## src/rtl/vlc_pkg.sv

```systemverilog
// Shared definitions for the vehicle-lighting-controller lamp interface.
package vlc_pkg;

    typedef enum logic [1:0] {
        MODE_IDLE   = 2'd0,
        MODE_LEFT   = 2'd1,
        MODE_RIGHT  = 2'd2,
        MODE_HAZARD = 2'd3
    } mode_e;

    localparam logic [2:0] LAMP_OFF = 3'b000;
    localparam logic [2:0] LAMP_S1  = 3'b001;
    localparam logic [2:0] LAMP_S2  = 3'b011;
    localparam logic [2:0] LAMP_S3  = 3'b111;

    function automatic logic [2:0] next_step(input logic [2:0] s);
        logic [2:0] n;
        n = LAMP_OFF;
        case (s)
            LAMP_OFF: n = LAMP_S1;
            LAMP_S1:  n = LAMP_S2;
            LAMP_S2:  n = LAMP_S3;
            default:  n = LAMP_OFF;
        endcase
        return n;
    endfunction

    // Patterns off the chain never count as a legal predecessor.
    function automatic logic step_ok(input logic [2:0] p, input logic [2:0] c);
        logic on_chain;
        on_chain = (p == LAMP_OFF) || (p == LAMP_S1) ||
                   (p == LAMP_S2) || (p == LAMP_S3);
        return on_chain && (c == next_step(p));
    endfunction

endpackage

```

## src/rtl/vlc_pattern_timer.sv

```systemverilog
// Saturating quiet-cycle counter with clear and a one-shot terminal pulse.
module vlc_pattern_timer #(
    parameter int LIMIT = 16,
    parameter int W     = 5
) (
    input  logic clk,
    input  logic rst_n,
    input  logic clr,
    input  logic inc,
    output logic fire
);

    localparam logic [W-1:0] LAST = W'(LIMIT - 1);

    logic [W-1:0] cnt;
    logic         done;

    assign fire = inc & ~clr & ~done & (cnt == LAST);

    always_ff @(posedge clk or negedge rst_n) begin
        if (!rst_n) begin
            cnt  <= '0;
            done <= 1'b0;
        end else if (clr) begin
            cnt  <= '0;
            done <= 1'b0;
        end else if (fire) begin
            cnt  <= '0;
            done <= 1'b1;
        end else if (inc && !done) begin
            cnt  <= cnt + 1'b1;
        end
    end

endmodule

```

## src/rtl/vlc_lamp_decoder.sv

```systemverilog
// Lamp-bus observer: recovers signalling mode, flags illegal/stuck sequences.
module vlc_lamp_decoder
    import vlc_pkg::*;
#(
    parameter int IDLE_TIMEOUT  = 16,
    parameter int STUCK_TIMEOUT = 64
) (
    input  logic       clk,
    input  logic       rst_n,
    input  logic [2:0] left_lamp,
    input  logic [2:0] right_lamp,
    output logic [1:0] mode,
    output logic       mode_valid,
    output logic       seq_error,
    output logic       stuck_error,
    output logic [7:0] seq_count
);

    localparam int TMAX = (IDLE_TIMEOUT > STUCK_TIMEOUT) ?
                          IDLE_TIMEOUT : STUCK_TIMEOUT;
    localparam int TW   = $clog2(TMAX) + 1;

    logic [2:0] cur_l, cur_r, prv_l, prv_r;
    mode_e      state_q, state_d;
    logic       change, cz, pz;
    logic       err_d, cnt_inc;
    logic       idle_fire, stuck_fire;

    assign change = {cur_l, cur_r} != {prv_l, prv_r};
    assign cz     = (cur_l == LAMP_OFF) && (cur_r == LAMP_OFF);
    assign pz     = (prv_l == LAMP_OFF) && (prv_r == LAMP_OFF);

    vlc_pattern_timer #(.LIMIT(IDLE_TIMEOUT), .W(TW)) u_idle (
        .clk   (clk),
        .rst_n (rst_n),
        .clr   (change | ~cz),
        .inc   (cz & ~change),
        .fire  (idle_fire)
    );

    vlc_pattern_timer #(.LIMIT(STUCK_TIMEOUT), .W(TW)) u_stuck (
        .clk   (clk),
        .rst_n (rst_n),
        .clr   (change),
        .inc   (~cz & ~change),
        .fire  (stuck_fire)
    );

    always_comb begin
        state_d = state_q;
        err_d   = 1'b0;
        cnt_inc = 1'b0;
        if (change) begin
            // Entries from all-off win in any state, giving free mode switches.
            if (pz && cur_l == LAMP_S1 && cur_r == LAMP_OFF) begin
                state_d = MODE_LEFT;
            end else if (pz && cur_l == LAMP_OFF && cur_r == LAMP_S1) begin
                state_d = MODE_RIGHT;
            end else if (pz && cur_l == LAMP_S3 && cur_r == LAMP_S3) begin
                state_d = MODE_HAZARD;
            end else if (state_q == MODE_LEFT &&
                         prv_r == LAMP_OFF && cur_r == LAMP_OFF &&
                         step_ok(prv_l, cur_l)) begin
                cnt_inc = (prv_l == LAMP_S3);
            end else if (state_q == MODE_RIGHT &&
                         prv_l == LAMP_OFF && cur_l == LAMP_OFF &&
                         step_ok(prv_r, cur_r)) begin
                cnt_inc = (prv_r == LAMP_S3);
            end else if (state_q == MODE_HAZARD && cz &&
                         prv_l == LAMP_S3 && prv_r == LAMP_S3) begin
                cnt_inc = 1'b1;
            end else begin
                err_d   = 1'b1;
                state_d = MODE_IDLE;
            end
        end else if (idle_fire || stuck_fire) begin
            state_d = MODE_IDLE;
        end
    end

    always_ff @(posedge clk or negedge rst_n) begin
        if (!rst_n) begin
            cur_l       <= LAMP_OFF;
            cur_r       <= LAMP_OFF;
            prv_l       <= LAMP_OFF;
            prv_r       <= LAMP_OFF;
            state_q     <= MODE_IDLE;
            mode_valid  <= 1'b0;
            seq_error   <= 1'b0;
            stuck_error <= 1'b0;
            seq_count   <= 8'd0;
        end else begin
            cur_l       <= left_lamp;
            cur_r       <= right_lamp;
            prv_l       <= cur_l;
            prv_r       <= cur_r;
            state_q     <= state_d;
            mode_valid  <= (state_d != MODE_IDLE);
            seq_error   <= err_d;
            stuck_error <= stuck_fire;
            if (cnt_inc) begin
                seq_count <= seq_count + 8'd1;
            end
        end
    end

    assign mode = state_q;

endmodule

```

## config.mk

```make
export PLATFORM = sky130hd
export DESIGN_NAME = vlc_lamp_decoder
export DESIGN_NICKNAME = d
export VERILOG_FILES = /design/src/rtl/vlc_pkg.sv /design/src/rtl/vlc_pattern_timer.sv /design/src/rtl/vlc_lamp_decoder.sv
export SDC_FILE = /design/constraint.sdc
export NUM_CORES = 1
export LEC_CHECK = 0
export CAP_MARGIN = 20
export CORE_MARGIN = 2
export CORE_UTILIZATION = 63
export CTS_BUF_LIST = sky130_fd_sc_hd__clkbuf_4
export DETAILED_ROUTE_END_ITERATION = 8
export HOLD_SLACK_MARGIN = 0.03
export PLACE_DENSITY = 0.92
export RECOVER_POWER = 100
export SKIP_LAST_GASP = 1
export SYNTH_ARGS = -nofsm -noshare
export SYNTH_HDL_FRONTEND = slang
export SYNTH_HIERARCHICAL = 1
export SYNTH_SLANG_ARGS = --single-unit
```

## constraint.sdc

```tcl
create_clock -name clk -period 3.9 [get_ports clk]
set_clock_uncertainty 0.2 [all_clocks]
set_input_delay 0.585 -clock clk [delete_from_list [all_inputs] [get_ports clk]]
set_output_delay 0.585 -clock clk [all_outputs]
set_load 0.02 [all_outputs]
```

### Yosys cells after proc, flatten, opt, wreduce, memory -nomap -nowiden

Index checks and enable logic that the tools add are counted.

| cells by class | value |
|---|---|
| $lt $le $gt $ge | 0 |
| reductions and logical operators | 39 |
| bitwise operators | 14 |
| add/subtract/negate cells | 3 |
| multipliers | 0 |
| eq/ne operators | 18 |
| shift-type cells | 0 |
| div/mod/pow operators | 0 |
| multiplexer cells | 43 |

Operators with widths:

| kind | number |
|---|---|
| two-way mux 7 bit | 6 |
| two-way mux 3 bit | 9 |
| logical AND 1 bit | 21 |
| two-way mux 1 bit | 18 |
| one-hot mux 3 bit (3 select lines) | 2 |
| two-way mux 2 bit | 8 |
| adder 7 x 1 -> 7 bit, second input constant | 2 |
| == test 3 x 1 -> 1 bit, second input constant | 4 |
| == test 3 bit, second input constant | 4 |
| zero test 3 bit | 4 |
| adder 8 x 1 -> 8 bit, second input constant | 1 |
| AND 1 bit | 8 |
| == test 7 x 4 -> 1 bit, second input constant | 1 |
| == test 7 x 6 -> 1 bit, second input constant | 1 |
| logical OR 1 bit | 7 |
| == test 3 x 2 -> 1 bit, second input constant | 2 |
| == test 3 bit | 2 |
| inequality test 6 bit | 1 |
| nonzero test 2 bit | 3 |
| nonzero test 3 bit | 2 |
| NOT 1 bit | 5 |
| == test 2 bit, second input constant | 2 |
| == test 2 x 1 -> 1 bit, second input constant | 1 |
| zero test 1 bit | 2 |
| OR 1 bit | 1 |

| storage, ports and cells | value |
|---|---|
| RAM bits | 0 |
| memories kept | 0 |
| input bits | 8 |
| memory bits (read-only) | 0 |
| flip-flop bits (word level) | 41 |
| logic and storage cells | 130 |
| latch bits | 0 |

### Longest topological paths before layout

| logic depth | value |
|---|---|
| word-level depth | 26 |
| mapped depth | 13 |
| gate-level depth less buffers | 11 |

### Hierarchy

Netlist, hierarchy kept.

By module, submodules not included:

| module | area each (um^2) | seq. area each (um^2) | instances | cells an instance |
|---|---|---|---|---|
| vlc_lamp_decoder | 1307.5 | 625.6 | 1 | 116 |
| vlc_pattern_timer at u_idle | 450.4 | 200.2 | 1 | 47 |
| vlc_pattern_timer at u_stuck | 421.7 | 200.2 | 1 | 44 |

### Worst setup path after synthesis

No wires, ideal clock.

| timing path | value |
|---|---|
| kind | reg2reg |
| start point | reg cur_r[2] |
| end point | reg mode_valid |
| cell stages (with the launch flop) | 13 |
| library setup time | 127 ps |
| path buffers | 1 |
| slack | 1300 ps |
| data required time | 3573 ps |
| arrival | 2273 ps |
| cell sequence | dfrtp_1 > xnor2_1 > nand4_2 > nor2_1 > inv_1 > a21oi_1 > nand2b_1 > buf_6 > nor4_1 > nor2_1 > a311o_1 > nor2_1 > o21ai_0 |

RTL lines:

| what | RTL line | source |
|---|---|---|
| start: declaration | vlc_lamp_decoder.sv:23 | `logic [2:0] cur_l, cur_r, prv_l, prv_r;` |
| start signal: assignment | vlc_lamp_decoder.sv:94 | `cur_r <= right_lamp;` |
| inequality test 6 bit * | vlc_lamp_decoder.sv:29 | `assign change = {cur_l, cur_r} != {prv_l, prv_r};` |
| net change | vlc_lamp_decoder.sv:25 | `logic change, cz, pz;` |
| NOT 1 bit * | vlc_pattern_timer.sv:18, vlc_lamp_decoder.sv:45 |  |
| AND 1 bit | vlc_lamp_decoder.sv:45 | `.inc (~cz & ~change),` |
| AND 1 bit * (3 in a row) | vlc_pattern_timer.sv:18 | `assign fire = inc & ~clr & ~done & (cnt == LAST);` |
| net stuck_fire | vlc_lamp_decoder.sv:27 | `logic idle_fire, stuck_fire;` |
| logical OR 1 bit * | vlc_lamp_decoder.sv:76 | `end else if (idle_fire \|\| stuck_fire) begin` |
| two-way mux 2 bit * | vlc_lamp_decoder.sv:76 |  |
| two-way mux 2 bit * | vlc_lamp_decoder.sv:53 | `if (change) begin` |
| net state_d[0] | vlc_lamp_decoder.sv:24 | `mode_e state_q, state_d;` |
| nonzero test 2 bit * | vlc_lamp_decoder.sv:98 | `mode_valid <= (state_d != MODE_IDLE);` |
| end signal: assignment | vlc_lamp_decoder.sv:98 |  |
| end: declaration | vlc_lamp_decoder.sv:13 | `output logic mode_valid,` |

The timed path passes the listed nets; every way through them passes the cells marked *.
A chain may end at the register's enable or synchronous reset.

### Worst setup path in the final report

| timing path | value |
|---|---|
| start point | reg cur_l[0] |
| end point | reg mode_valid |

RTL lines:

| what | RTL line | source |
|---|---|---|
| start: declaration | vlc_lamp_decoder.sv:23 |  |
| start signal: assignment | vlc_lamp_decoder.sv:93 | `cur_l <= left_lamp;` |
| zero test 3 bit | vlc_lamp_decoder.sv:30 | `assign cz = (cur_l == LAMP_OFF) && (cur_r == LAMP_OFF);` |
| logical AND 1 bit | vlc_lamp_decoder.sv:30 |  |
| NOT 1 bit | vlc_lamp_decoder.sv:36 | `.clr (change \| ~cz),` |
| OR 1 bit | vlc_lamp_decoder.sv:36 |  |
| NOT 1 bit | vlc_pattern_timer.sv:18 |  |
| AND 1 bit * (3 in a row) | vlc_pattern_timer.sv:18 |  |
| net idle_fire | vlc_lamp_decoder.sv:27 |  |
| logical OR 1 bit * | vlc_lamp_decoder.sv:76 |  |
| two-way mux 2 bit * | vlc_lamp_decoder.sv:76 |  |
| two-way mux 2 bit * | vlc_lamp_decoder.sv:53 |  |
| net state_d[0] | vlc_lamp_decoder.sv:24 |  |
| nonzero test 2 bit * | vlc_lamp_decoder.sv:98 |  |

Marked as above.

==> impl_metrics.py <==
metrics = {
    "synthesis": {
        "synth_simple_gate_area_share_pct": 26.5,
        "synth_area_per_cell_sq_um": 10.5,
        "syn-num-nets": 218,
        "synthAdderAreaFrac_pct": 1.72,
        "synth_top_family_by_area": "simple AND/OR/NAND/NOR gates",
        "synth_compound_area_share_pct": 11.8,
        "synthMuxAreaShare_pct": 2.07,
        "synth.cell_area_sq_um": 2180,
        "ys_types": 57,
        "synth_top_area_share_pct": 47.1,
        "ys_ff_latch": 41,
        "synth_ff_type": "dfrtp_1",
        "async_reset_ff_share_pct": 100,
        "postSynthCellCount": 207,
        "synth_xor_area_share_pct": 6.83,
        "synth-edff-count": 0,
        "synth_area_leader_cell": "dfrtp_1",
        "yosys-top-cells-area": "dfrtp_1 (47%), xnor2_1 (6.0%), nand2_1 (2.9%)",
        "seq_area_frac_synth_pct": 47.1,
        "synth_warnings": 6,
    },
    "power_and_ir_drop": {
        "pwr_density_cell_nw_per_um2": 314,
        "finalPower_w": 0.000759,
        "irDropWorstVdd_mv": 0.221,
        "p_leak_nw": 0.983,
    },
    "timing": {
        "setup_violations": 0,
        "tns_ns": 0,
        "post-route-period-util_pct": 81.1,
        "rsz0062_at_grt": "no",
        "worst_pin_slew_ns": 2.09,
        "drv_slew": 42,
        "fmax_mhz": 316,
        "hold_viol_final": 0,
        "finalCriticalPeriod_ns": 3.16,
        "max_slew_margin_pct": -39.4,
    },
    "place": {
        "gp_congestion": 0.860,
        "place_inst": 265,
        "hpwl_microns": 2910,
        "port_buffers": 20,
    },
    "flow_run": {
        "drv_cap": 1,
    },
    "drt": {
        "drt_iter0_markers": 98,
        "drc": 0,
        "ant_nets": 0,
        "wl_per_cell_microns": 14.9,
        "viasPerCell": 5.93,
        "firstDrtPassIters": 4,
        "num_vias": 1620,
        "drt_wl_total_microns": 4070,
    },
    "clocking": {
        "root_buffer": "clkbuf_4",
        "cts_resized": 0,
        "clockBufferDepth": 2,
        "cts_setup_buffers": 0,
        "h-tree-depth": 2,
        "cts.sinks": 41,
        "ctsHoldBuffers": 0,
        "cts_buffers": 5,
        "clkTransAtPathRegs_ns": 0.12,
        "cts_tree": "yes",
        "clk_latency_ns": 0.35,
    },
    "setup_path": {
        "startpoint": "cur_l[0]",
        "cp-end-kind": "register",
        "rr_startpoint": "cur_l[0]",
        "crit_path_start_kind": "register",
        "r2r_end": "mode_valid",
        "ff2ff_path_depth": 9,
        "arrival_ns": 3.21,
        "critPathMaxFanout": 11,
        "critPathKind": "reg2reg",
        "cp-endpoint": "mode_valid",
        "ff2ff_setup_slack_ns": 0.74,
        "required_ns": 3.95,
    },
    "layout": {
        "drive_gt1_share_pct": 10.1,
        "antenna_cells": 0,
        "area_growth_pct": 10.8,
        "num-fill-cells": 239,
        "fin_cells": 273,
        "final_nets": 237,
    },
    "die": {
        "initial_core_util_pct": 65.3,
        "die_w_microns": 62.8,
        "die-area_sq_um": 3950,
        "core.rowCount": 21,
        "ios": 21,
        "core_area_sq_um": 3340,
        "die_y_microns": 62.8,
    },
    "status": {
        "violations": "max-capacitance violations, max-slew violations",
        "status": "complete, but fails checks",
    },
    "grt": {
        "grt_max_degree": 42,
        "grt_overflow_total": 0,
        "antenna_found_initial": 0,
        "grt_pass1_wl_microns": 7050,
        "grt_pass1_vias": 1552,
        "grt_usage_pct": 23.0,
    },
    "hold_path": {
        "hold_class": "reg2reg",
    },
}
worst max-delay path: stages, from the launching register on:
cell and delay, ns:
dfrtp_1 0.48, nor3_1 0.58, nand3_1 0.44, inv_1 0.21, nand2b_1 0.25, nor3_1 0.23
nor2_1 0.09, a311o_1 0.38, nor2_1 0.12, o21ai_0 0.08
cell usage after synthesis (all sizes together), types with 2 or more instances:
cell type / number
clkbuf: 2
o22ai: 3
ha: 3
or3: 3
a31oi: 4
nand3: 11
xor2: 2
or4: 3
nor3: 10
dfrtp: 41
and3: 3
buf: 6
nand4b: 2
mux2i: 3
o31ai: 2
inv: 6
xnor2: 15
nand3b: 4
nor2b: 2
nand2b: 5
nor2: 17
nor4b: 2
nor3b: 3
o21ai: 3
nand4: 5
a21oi: 11
nand2: 18
logic make-up after synthesis:
kind of cell / count (synthesis)
DFF: 41
AOI/OAI and AO/OA: 35
muxes: 4
buffers and inverters: 14
and+or+nand+nor: 93
adders and majority gates: 3
xor gates and xnor gates: 17
worst min-delay path by stage:
stage                       from      endpoint  slack [ns]  cells after the start
floorplan                  rst_n      cur_l[0]        0.09                      0
global placement    seq_count[7]  seq_count[7]        0.26                      1
detailed placement  seq_count[7]  seq_count[7]        0.28                      1
CTS                        rst_n  seq_count[7]        0.15                      1
global route        seq_count[7]  seq_count[7]        0.30                      1
finish              seq_count[7]  seq_count[7]        0.28                      1
layer usage:
layer	vias up	wire length, microns	global-route usage [%]
met2	38	2070	39.1
met1	785	1750	27.5
met5	-	0	0
met4	0	93	11.4
met3	10	159	4.86
li1	787	-	-
metrics by stage:
stage | worst slack (ns) | hold WS [ns] | utilization, % | cell area (sq um)
global placement | 0.987 | 0.261 | 71.0 | 2370
CTS | 0.718 | 0.154 | 73.3 | 2450
detailed placement | 0.782 | 0.276 | 71.0 | 2370
global route | 0.342 | 0.299 | 72.4 | 2410
floorplan | 1.30 | 0.0894 | - | 2180
finish | 0.735 | 0.285 | 72.4 | 2410
cell usage in the layout, fill, tap and decap left out, types with 2 or more instances in the layout:
| cell | netlist | layout |
|---|---|---|
| a21oi_1 | 11 | 11 |
| a31oi_1 | 4 | 4 |
| and3_2 | 2 | 2 |
| clkbuf_4 | 0 | 6 |
| dfrtp_1 | 41 | 41 |
| dlygate4sd3_1 | 0 | 19 |
| ha_1 | 3 | 3 |
| inv_1 | 6 | 6 |
| mux2i_1 | 3 | 3 |
| nand2_1 | 17 | 17 |
| nand2b_1 | 4 | 5 |
| nand3_1 | 11 | 11 |
| nand3b_1 | 3 | 3 |
| nand4_1 | 4 | 4 |
| nand4b_1 | 2 | 2 |
| nor2_1 | 17 | 17 |
| nor2b_1 | 2 | 2 |
| nor3_1 | 5 | 6 |
| nor3_2 | 3 | 2 |
| nor3_4 | 2 | 2 |
| nor3b_1 | 3 | 3 |
| o21ai_0 | 2 | 3 |
| o22ai_1 | 1 | 2 |
| o31ai_1 | 2 | 2 |
| or3_1 | 2 | 2 |
| or4_1 | 3 | 3 |
| xnor2_1 | 15 | 15 |
| xor2_1 | 2 | 2 |
flip-flops by register name (all words and copies together), names as in the netlist, 2 cells and up:
signal / cells
prv_l: 3
cur_l: 3
cur_r: 3
u_idle/cnt: 7
u_stuck/cnt: 7
mode: 2
seq_count: 8
prv_r: 3
area by class of cell:
type / instances / area [sq um] / share of cell area [%]
clock buffer: 6 / 45.0 / 1.87
multi-input combinational: 152 / 1040 / 42.9
inverter: 6 / 22.5 / 0.933
clock inverter: 2 / 33.8 / 1.40
sequential: 41 / 1030 / 42.5
tap: 46 / 57.6 / 2.38
timing repair buffer: 20 / 194 / 8.03
power by group:
part	internal (W)	leakage (nW)	switching [W]
clock network	0.000140	0.0433	0.000133
logic	0.0000180	0.400	0.0000224
registers	0.000431	0.540	0.0000136
Note: power is estimated with default switching activity, not from simulation.
